**src/rtl/prim_array_sequencer_if.sv**
```systemverilog
// Host/array bundle for prim_array_sequencer: run control, status and the
// stimulus/response vectors exchanged with the primitive array under test.
interface prim_array_sequencer_if #(
    parameter int IO_PAIRS = 1,
    parameter int CNT_W    = 16
);
    localparam int W = 2 * IO_PAIRS;

    logic             start;
    logic [CNT_W-1:0] num_vectors;
    logic [W-1:0]     arr_in;
    logic [W-1:0]     arr_out;
    logic             busy;
    logic             done;
    logic             pass;
    logic [CNT_W-1:0] err_count;
    logic [CNT_W-1:0] first_err_idx;

    modport master (
        output start, num_vectors, arr_out,
        input  arr_in, busy, done, pass, err_count, first_err_idx
    );

    modport slave (
        input  start, num_vectors, arr_out,
        output arr_in, busy, done, pass, err_count, first_err_idx
    );
endinterface

```
**src/rtl/prim_array_sequencer.sv**
```systemverilog
// Drives the XOR/NOT primitive array one vector at a time, waits SETTLE cycles,
// checks against the closed-form golden model. Define PRIM_SEQ_LFSR_EN for LFSR stimulus.
module prim_array_sequencer #(
    parameter int IO_PAIRS = 1,
    parameter int DEPTH    = 1,
    parameter int SETTLE   = 2,
    parameter int CNT_W    = 16
) (
    input  logic                   clk,
    input  logic                   rst,
    prim_array_sequencer_if.slave  bus
);
    localparam int         W          = 2 * IO_PAIRS;
    localparam int         SW         = (SETTLE < 2) ? 1 : $clog2(SETTLE + 1);
    localparam logic [1:0] DEPTH_BITS = 2'(DEPTH);

    typedef enum logic [2:0] {S_IDLE, S_DRIVE, S_SETTLE, S_CHECK, S_DONE} state_t;

    state_t           stateReg, stateNext;
    logic [CNT_W-1:0] countReg, idxReg, errReg, firstErrReg;
    logic [SW-1:0]    settleReg;
    logic [W-1:0]     arrInReg, stimVec, expOut;
    logic             passReg;
    logic             startAccept, lastVec, mismatch;

    assign startAccept = (stateReg == S_IDLE) && bus.start;
    assign lastVec     = (idxReg + CNT_W'(1)) == countReg;
    assign mismatch    = bus.arr_out != expOut;

    // Series stages collapse to a period-4 function of DEPTH, so only its low two bits matter.
    for (genvar gi = 0; gi < IO_PAIRS; gi++) begin : gGold
        assign expOut[2*gi]   = arrInReg[2*gi] ^ DEPTH_BITS[0];
        assign expOut[2*gi+1] = arrInReg[2*gi+1] ^ DEPTH_BITS[1] ^ (DEPTH_BITS[0] & arrInReg[2*gi]);
    end

`ifdef PRIM_SEQ_LFSR_EN
    logic [15:0] lfsrReg;
    logic        lfsrFb;

    assign lfsrFb = lfsrReg[15] ^ lfsrReg[13] ^ lfsrReg[12] ^ lfsrReg[10];

    always_ff @(posedge clk or posedge rst) begin
        if (rst)                      lfsrReg <= 16'hACE1;
        else if (startAccept)         lfsrReg <= 16'hACE1;
        else if (stateReg == S_DRIVE) lfsrReg <= {lfsrReg[14:0], lfsrFb};
    end

    // Wider arrays see the 16-bit pattern repeated across the vector.
    for (genvar gi = 0; gi < W; gi++) begin : gStim
        assign stimVec[gi] = lfsrReg[gi % 16];
    end
`else
    assign stimVec = W'(idxReg);
`endif

    always_ff @(posedge clk or posedge rst) begin
        if (rst) stateReg <= S_IDLE;
        else     stateReg <= stateNext;
    end

    always_comb begin
        stateNext = stateReg;
        case (stateReg)
            S_IDLE:   if (bus.start) stateNext = (bus.num_vectors == '0) ? S_DONE : S_DRIVE;
            S_DRIVE:  stateNext = (SETTLE == 0) ? S_CHECK : S_SETTLE;
            S_SETTLE: if (settleReg == SW'(1)) stateNext = S_CHECK;
            S_CHECK:  stateNext = lastVec ? S_DONE : S_DRIVE;
            S_DONE:   stateNext = S_IDLE;
            default:  stateNext = S_IDLE;
        endcase
    end

    always_comb begin
        bus.busy = (stateReg != S_IDLE);
        bus.done = (stateReg == S_DONE);
    end

    always_ff @(posedge clk or posedge rst) begin
        if (rst) begin
            countReg    <= '0;
            idxReg      <= '0;
            errReg      <= '0;
            firstErrReg <= '0;
            settleReg   <= '0;
            arrInReg    <= '0;
            passReg     <= 1'b0;
        end else begin
            case (stateReg)
                S_IDLE: if (bus.start) begin
                    countReg    <= bus.num_vectors;
                    idxReg      <= '0;
                    errReg      <= '0;
                    firstErrReg <= '0;
                    // An empty run goes straight to DONE, where pass must already read 1.
                    passReg     <= (bus.num_vectors == '0);
                end
                S_DRIVE: begin
                    arrInReg  <= stimVec;
                    settleReg <= SW'(SETTLE);
                end
                S_SETTLE: settleReg <= settleReg - SW'(1);
                S_CHECK: begin
                    if (mismatch) begin
                        if (errReg != '1) errReg <= errReg + CNT_W'(1);
                        if (errReg == '0) firstErrReg <= idxReg;
                    end
                    idxReg <= idxReg + CNT_W'(1);
                    // Resolved here so pass is valid during the DONE cycle itself.
                    if (lastVec) passReg <= (errReg == '0) && !mismatch;
                end
                default: ;
            endcase
        end
    end

    assign bus.arr_in        = arrInReg;
    assign bus.pass          = passReg;
    assign bus.err_count     = errReg;
    assign bus.first_err_idx = firstErrReg;
endmodule

```
**src/flat_wrapper.sv**
```systemverilog
// flat-port wrapper written by rule: the top's interface ports become plain ports
module prim_array_sequencer_flat 
#(
    parameter int IO_PAIRS = 1,
    parameter int DEPTH    = 1,
    parameter int SETTLE   = 2,
    parameter int CNT_W    = 16
)
  (clk, rst, bus_start, bus_num_vectors, bus_arr_out, bus_arr_in, bus_busy, bus_done, bus_pass, bus_err_count, bus_first_err_idx);
  prim_array_sequencer_if #(.IO_PAIRS(IO_PAIRS), .CNT_W(CNT_W)) bus_i ();
  input  logic clk;
  input  logic rst;
  input wire logic [$bits(bus_i.start)-1:0] bus_start;
  input wire logic [$bits(bus_i.num_vectors)-1:0] bus_num_vectors;
  input wire logic [$bits(bus_i.arr_out)-1:0] bus_arr_out;
  output wire logic [$bits(bus_i.arr_in)-1:0] bus_arr_in;
  output wire logic [$bits(bus_i.busy)-1:0] bus_busy;
  output wire logic [$bits(bus_i.done)-1:0] bus_done;
  output wire logic [$bits(bus_i.pass)-1:0] bus_pass;
  output wire logic [$bits(bus_i.err_count)-1:0] bus_err_count;
  output wire logic [$bits(bus_i.first_err_idx)-1:0] bus_first_err_idx;
  assign bus_i.start = bus_start;
  assign bus_i.num_vectors = bus_num_vectors;
  assign bus_i.arr_out = bus_arr_out;
  assign bus_arr_in = bus_i.arr_in;
  assign bus_busy = bus_i.busy;
  assign bus_done = bus_i.done;
  assign bus_pass = bus_i.pass;
  assign bus_err_count = bus_i.err_count;
  assign bus_first_err_idx = bus_i.first_err_idx;
  prim_array_sequencer #(.IO_PAIRS(IO_PAIRS), .DEPTH(DEPTH), .SETTLE(SETTLE), .CNT_W(CNT_W)) u_core (.clk(clk), .rst(rst), .bus(bus_i));
endmodule
```
**config.mk**
```make
export PLATFORM = sky130hd
export DESIGN_NAME = prim_array_sequencer_flat
export DESIGN_NICKNAME = d
export VERILOG_FILES = /design/src/rtl/prim_array_sequencer_if.sv /design/src/rtl/prim_array_sequencer.sv /design/src/flat_wrapper.sv
export SDC_FILE = /design/constraint.sdc
export NUM_CORES = 1
export LEC_CHECK = 0
export BUFFER_PORTS_ARGS = -buffer_cell sky130_fd_sc_hd__buf_2
export CAP_MARGIN = 10
export CORE_MARGIN = 3
export CORE_UTILIZATION = 35
export DETAILED_ROUTE_END_ITERATION = 16
export PLACE_DENSITY = 0.54
export RECOVER_POWER = 25
export SLEW_MARGIN = 20
export SYNTH_ARGS = -nofsm -noshare
export SYNTH_HDL_FRONTEND = slang
export SYNTH_SLANG_ARGS = --single-unit
```
**constraint.sdc**
```tcl
create_clock -name clk -period 2.25 [get_ports clk]
set_clock_uncertainty 0.05 [all_clocks]
set_input_delay 0.45 -clock clk [delete_from_list [all_inputs] [get_ports clk]]
set_output_delay 0.45 -clock clk [all_outputs]
set_load 0.1 [all_outputs]
```
=== Word-level counts from Yosys, hierarchy flattened ===
Cells that the tools add are included.

* Logic and storage cells: 58
* Flip-flop bits (word level): 72
* Bits of input ports: 21

* Reduce and logical (&&, ||, !) cells: 14
* Equality and inequality tests: 14
* Bitwise logic cells: 2
* Add/subtract/negate cells: 3
* Multiplexer cells: 17

{| class="wikitable"
|+ Operator list
! kind !! count
|-
| 16-bit one-hot mux with 2 select lines || 3
|-
| 16-bit two-way mux || 5
|-
| 16-bit by 1-bit adder with 16-bit output (second input constant) || 2
|-
| 16-bit zero test || 2
|-
| 16-bit equality test || 1
|-
| 16-bit != test (second input constant) || 1
|-
| 3-bit two-way mux || 4
|-
| 3-bit one-hot mux with 4 select lines || 1
|-
| 2-bit by 1-bit != test with 1-bit output (second input constant) || 5
|-
| 4-bit AND reduction || 2
|-
| 3-bit by 2-bit equality test with 1-bit output (second input constant) || 2
|-
| 2-bit AND reduction || 3
|-
| 2-bit one-hot mux with 2 select lines || 1
|-
| 2-bit nonzero test || 2
|-
| 3-bit by 1-bit equality test with 1-bit output (second input constant) || 1
|-
| 3-bit equality test (second input constant) || 1
|-
| 3-bit zero test || 1
|-
| 3-bit AND reduction || 1
|-
| 3-bit nonzero test || 1
|-
| 2-bit by 1-bit equality test with 1-bit output (second input constant) || 1
|-
| 1-bit two-way mux || 2
|-
| 2-bit != test || 1
|-
| 2-bit != test (second input constant) || 1
|-
| 1-bit one-hot mux with 2 select lines || 1
|-
| other kinds (5) || 5
|}

=== Logic depth before layout (Yosys ltp) ===
* Depth after elaboration: 6
* Gate-level depth with buffers: 9
* Gate-level depth less buffers: 8

=== Worst setup path before layout ===
Ideal clock, no wire load.

* Path type: register to output
* Start: register u_core.stateReg[1]
* End: output bus_done
* Cell stages (with the launch flop): 3
* Setup slack: -0.985 ns
* Arrival time: 2.735 ns
* Cell sequence: dfrtp_1 buf_4 nor3b_1

* Cells in the longest elaborated chain, start to end: 1

{| class="wikitable"
|+ RTL lines
! element !! RTL line !! RTL
|-
| start: declaration || prim_array_sequencer.sv:19 || <nowiki>state_t stateReg, stateNext;</nowiki>
|-
| start signal: assignment || prim_array_sequencer.sv:58 || <nowiki>else stateReg <= stateNext;</nowiki>
|-
| 3-bit equality test || prim_array_sequencer.sv:75 || <nowiki>bus.done = (stateReg == S_DONE);</nowiki>
|-
| end: declaration || flat_wrapper.sv:18 || <nowiki>output wire logic [$bits(bus_i.done)-1:0] bus_done;</nowiki>
|}

Every way passes these cells.

=== Worst setup path after layout ===
* Start: register u_core.idxReg[1]
* End: register u_core.passReg, in the netlist u_core.bus.pass

* Cells in the longest elaborated chain, start to end: 4

{| class="wikitable"
|+ RTL lines
! element !! RTL line !! RTL
|-
| start: declaration || prim_array_sequencer.sv:20 || <nowiki>logic [CNT_W-1:0] countReg, idxReg, errReg, firstErrReg;</nowiki>
|-
| start signal: assignment || prim_array_sequencer.sv:107 || <nowiki>idxReg <= idxReg + CNT_W'(1);</nowiki>
|-
| 16-bit by 1-bit adder with 16-bit output || prim_array_sequencer.sv:27 || <nowiki>assign lastVec = (idxReg + CNT_W'(1)) == countReg;</nowiki>
|-
| 16-bit equality test || prim_array_sequencer.sv:27 ||
|-
| 2-bit by 1-bit != test with 1-bit output (no line) || n/a ||
|-
| 3-bit AND reduction (no line) || n/a ||
|-
| end signal: assignment || prim_array_sequencer.sv:95 || <nowiki>passReg <= (bus.num_vectors == '0);</nowiki>
|-
| end signal: assignment || prim_array_sequencer.sv:109 || <nowiki>if (lastVec) passReg <= (errReg == '0) && !mismatch;</nowiki>
|-
| end: declaration || prim_array_sequencer.sv:23 || <nowiki>logic passReg;</nowiki>
|}

Every way passes these cells.
A chain may end at the register's enable or synchronous reset.

==> results.tsv <==
stage	metric	value	unit
route	Post-DRT Antenna Nets	0	
worst_setup_path	CP peak stage delay	0.48	ns
yosys	Seq/Total Area, Yosys	47.00	%
timing	Peak Freq	0.4557	GHz
grt	global-route track usage on met3	3.111	%
grt	initial antenna violation count	0	
timing	period utilization	97.54	%
route	Wirelength per Cell	15.43	µm
worst_setup_path	reg2reg end	u_core.bus.pass	
finish	most common cell after layout, fill and taps aside	nand2_1	
timing	final setup violation count	0	
finish	area grow syn2layout	27.58	%
hold_path	worst min path class	in -> reg	
floorplanning	Die Y	110.7	µm
finish	share of layout cells above drive strength 1	35.42	%
status	outcome	complete, no violations	
worst_setup_path	Register-to-Register Path Depth	7	
hold_path	worst hold start	bus_num_vectors[0]	
floorplanning	Starting Density	36.48	%
hold_path	Worst Hold Depth	3	
place	DP Cell Count	625	
timing	Slew @ Worst Pin	0.9493	ns
grt	largest net degree at the start of global routing	39	
grt	GR Layer Usage met2	27.47	%
worst_setup_path	Worst R2R Setup Slack	0.06	ns
yosys	Syn. warnings	0	
route	residual DRC count	0	
power_and_ir_drop	Tot Pwr	5.435	mW
timing	Slew headroom	36.71	%
worst_setup_path	WP depth	7	
grt	GR Util met1	21.69	%
worst_setup_path	crit-path leading delay family	simple AND/OR/NAND/NOR gates	
yosys	Yosys top cell area share	47.00	%
yosys	synthesis-stage register bit count	72	
yosys	Post-Syn Area	3834	µm²
timing	Final Hold Viols	0	
clock_network	CTS clk-pin slew, worst paths	0.07	ns
finish	Layout Nets	531	
grt	first-pass GRT wire length	16660	µm
floorplanning	Core Area	10510	µm²
finish	commonest cells after routing, fill and taps aside	nand2_1, buf_2, dfrtp_1	
worst_setup_path	RR Startpoint	u_core.idxReg[1]	
finish	# fillers	1025	
clock_network	Root Buffer	clkbuf_8	
finish	Finished Layout Cells	647	
yosys	Avg Cell Area, Syn	9.373	µm²
grt	gr ovfl total	0	
timing	Final min period	2.195	ns
worst_setup_path	Crit path required time	2.46	ns
clock_network	CTS Buf Count	9	
floorplanning	die area	12250	µm²
yosys	area leader, netlist	dfrtp_1	
floorplanning	num rows	37	
route	Post-Route WL	9986	µm
route	detailed-route via count	3254	
yosys	Distinct cells, synth	47	
timing	Setup TNS Final	0	ns
timing	RSZ-0062 raised after global routing	yes	
floorplanning	IO Pins	58	
hold_path	Worst Hold End	u_core.countReg[0]	
worst_setup_path	WP buf/inv	1	
route	Initial DRC Count	171	
yosys	Net Count, Synth	434	
place	RePlAce Congestion	0.8495	
clock_network	Clock Sinks	72	
floorplanning	DIE WIDTH	110.7	µm
worst_setup_path	Crit Path Class	reg -> reg	
clock_network	clk_lat worst skew	0.34	ns
worst_setup_path	crit start category	flop	
yosys	Synth Instances	409	
clock_network	Post-CTS Hold Buffers	0	
flow_run	max cap viols	0	
timing	hold_ws	0.2642	ns
timing	max-slew violation count	0	
worst_setup_path	most frequent cell on the critical path	nor4_2	
worst_setup_path	CP arrival	2.41	ns
power_and_ir_drop	Pwr per Cell Area	1111	nW/µm²
worst_setup_path	Slowest-stage cell, CP	nor4_2	
clock_network	CTS tree	yes	
route	via/cell ratio	5.029	
power_and_ir_drop	Peak VDD IR	0.0004971	V
place	DP HPWL	7411	µm
yosys	main area contributors after synthesis	dfrtp_1, nand2_1, xor2_1	
route	drt pass-1 iters	4	
grt	vias in the first global route	3378	
grt	GR peak layer	met2	
worst_setup_path	Critical Path, Cell by Cell	buf_4 -> nand4_1 -> nor4_2 -> xnor2_1 -> o2111ai_2 -> nor4_2 -> mux2i_1	
worst_setup_path	Crit Path Max Fanout	5	
finish	antenna diode count	0	
clock_network	CTS Buffer Depth	2	
clock_network	htree depth	3	
power_and_ir_drop	Lkg Pwr	2.330	nW
place	IO Port Bufs	57	
grt	gr usage total	16.62	%
worst_setup_path	Worst Setup End Kind	flop	
## flip-flops by register name, summed over array words and instances (netlist names)
register	flops
u_core.bus.arr_in	2
u_core.bus.err_count	16
u_core.bus.first_err_idx	16
u_core.bus.pass	1
u_core.countReg	16
u_core.idxReg	16
u_core.settleReg	2
u_core.stateReg	3
## power by group
| group | switching [mW] | internal, mW |
|---|---|---|
| logic | 1.70 | 0.988 |
| clock network | 0.468 | 0.486 |
| registers | 0.231 | 1.56 |
| total | 2.40 | 3.04 |
## worst register-to-register path: stages (launching register included)
cell and delay (ns):
dfrtp_1 0.36, buf_4 0.14, nand4_1 0.19, nor4_2 0.48, xnor2_1 0.19, o2111ai_2 0.20, nor4_2 0.28, mux2i_1 0.23
## synth_stat cells, drive strengths merged
master and instances:
nand2 67, nand3b 1, o311ai 1, buf 12, and4 2, and3 9, a31oi 3, o2111ai 1
mux2 5, nand2b 2, xor2 24, xnor2 14, nand4 12, o21ai 31, o22ai 3, a21o 1
nand3 20, nor2 37, dfrtp 72, ha 4, nor3 11, and2 1, a221oi 2, inv 10
nor4 9, o31ai 5, nor3b 2, nor2b 2, a22o 16, mux2i 3, o41ai 1, clkbuf 14
or2 1, a21oi 8, or3 1, a41oi 1, nor4b 1
## layer usage
| layer | up-vias | routed length, µm |
|---|---|---|
| met4 | 0 | 170 |
| met5 | - | 0 |
| met2 | 62 | 4828 |
| met1 | 1573 | 4649 |
| li1 | 1611 | - |
| met3 | 8 | 338 |
## layout make-up
cell class	count	area [µm²]	share of cell area, %
flip-flops and latches	72	1826	37.32
multi-input cells	301	1954	39.96
repair buffers	112	718.2	14.68
well taps	136	170.2	3.479
clock inverters	3	15.01	0.3070
clock buffers	13	168.9	3.454
inverters	10	38.79	0.7930
## what timing repair did
item | CTS | global route
pin swaps | 2 | 7
setup buffers | 1 | 5
setup endpoints to repair | 2 | 6
gates resized for setup | 2 | 13
## stage by stage
stage | instance area [µm²] | util (%) | setup slack [ns]
5_1_grt | 4891 | 46.54 | -0.07343
2_1_floorplan | 3880 | - | 0.007278
3_5_place_dp | 4597 | 43.74 | -0.08152
4_1_cts | 4796 | 45.64 | 0.02097
6_report | 4891 | 46.54 | 0.05543
3_3_place_gp | 4597 | 43.74 | -0.09002
## cell families (layout without fill, tap and decap cells)
kind of cell / Yosys count / in the layout / share of synthesized area, %
multiplexers: 8 / 8 / 2.252
flip-flops: 72 / 72 / 47.00
adder cells (fa/ha/maj): 4 / 4 / 1.306
XOR/XNOR: 38 / 38 / 8.681
buffers and inverters: 36 / 138 / 4.243
AO/OA/AOI/OAI: 73 / 73 / 13.28
AND/OR/NAND/NOR: 178 / 178 / 23.24
## how the worst max path moves through the flow
stage	from	end	slack, ns
floorplan	u_core.stateReg[1]	bus_done	0.007
global placement	u_core.idxReg[0]	u_core.stateReg[0]	-0.09
detailed placement	u_core.idxReg[0]	u_core.stateReg[0]	-0.08
CTS	u_core.idxReg[0]	u_core.stateReg[0]	0.02
global route	u_core.idxReg[3]	u_core.stateReg[0]	-0.07
finish	u_core.idxReg[1]	u_core.bus.pass	0.06
(Power assumes the default switching activity.)
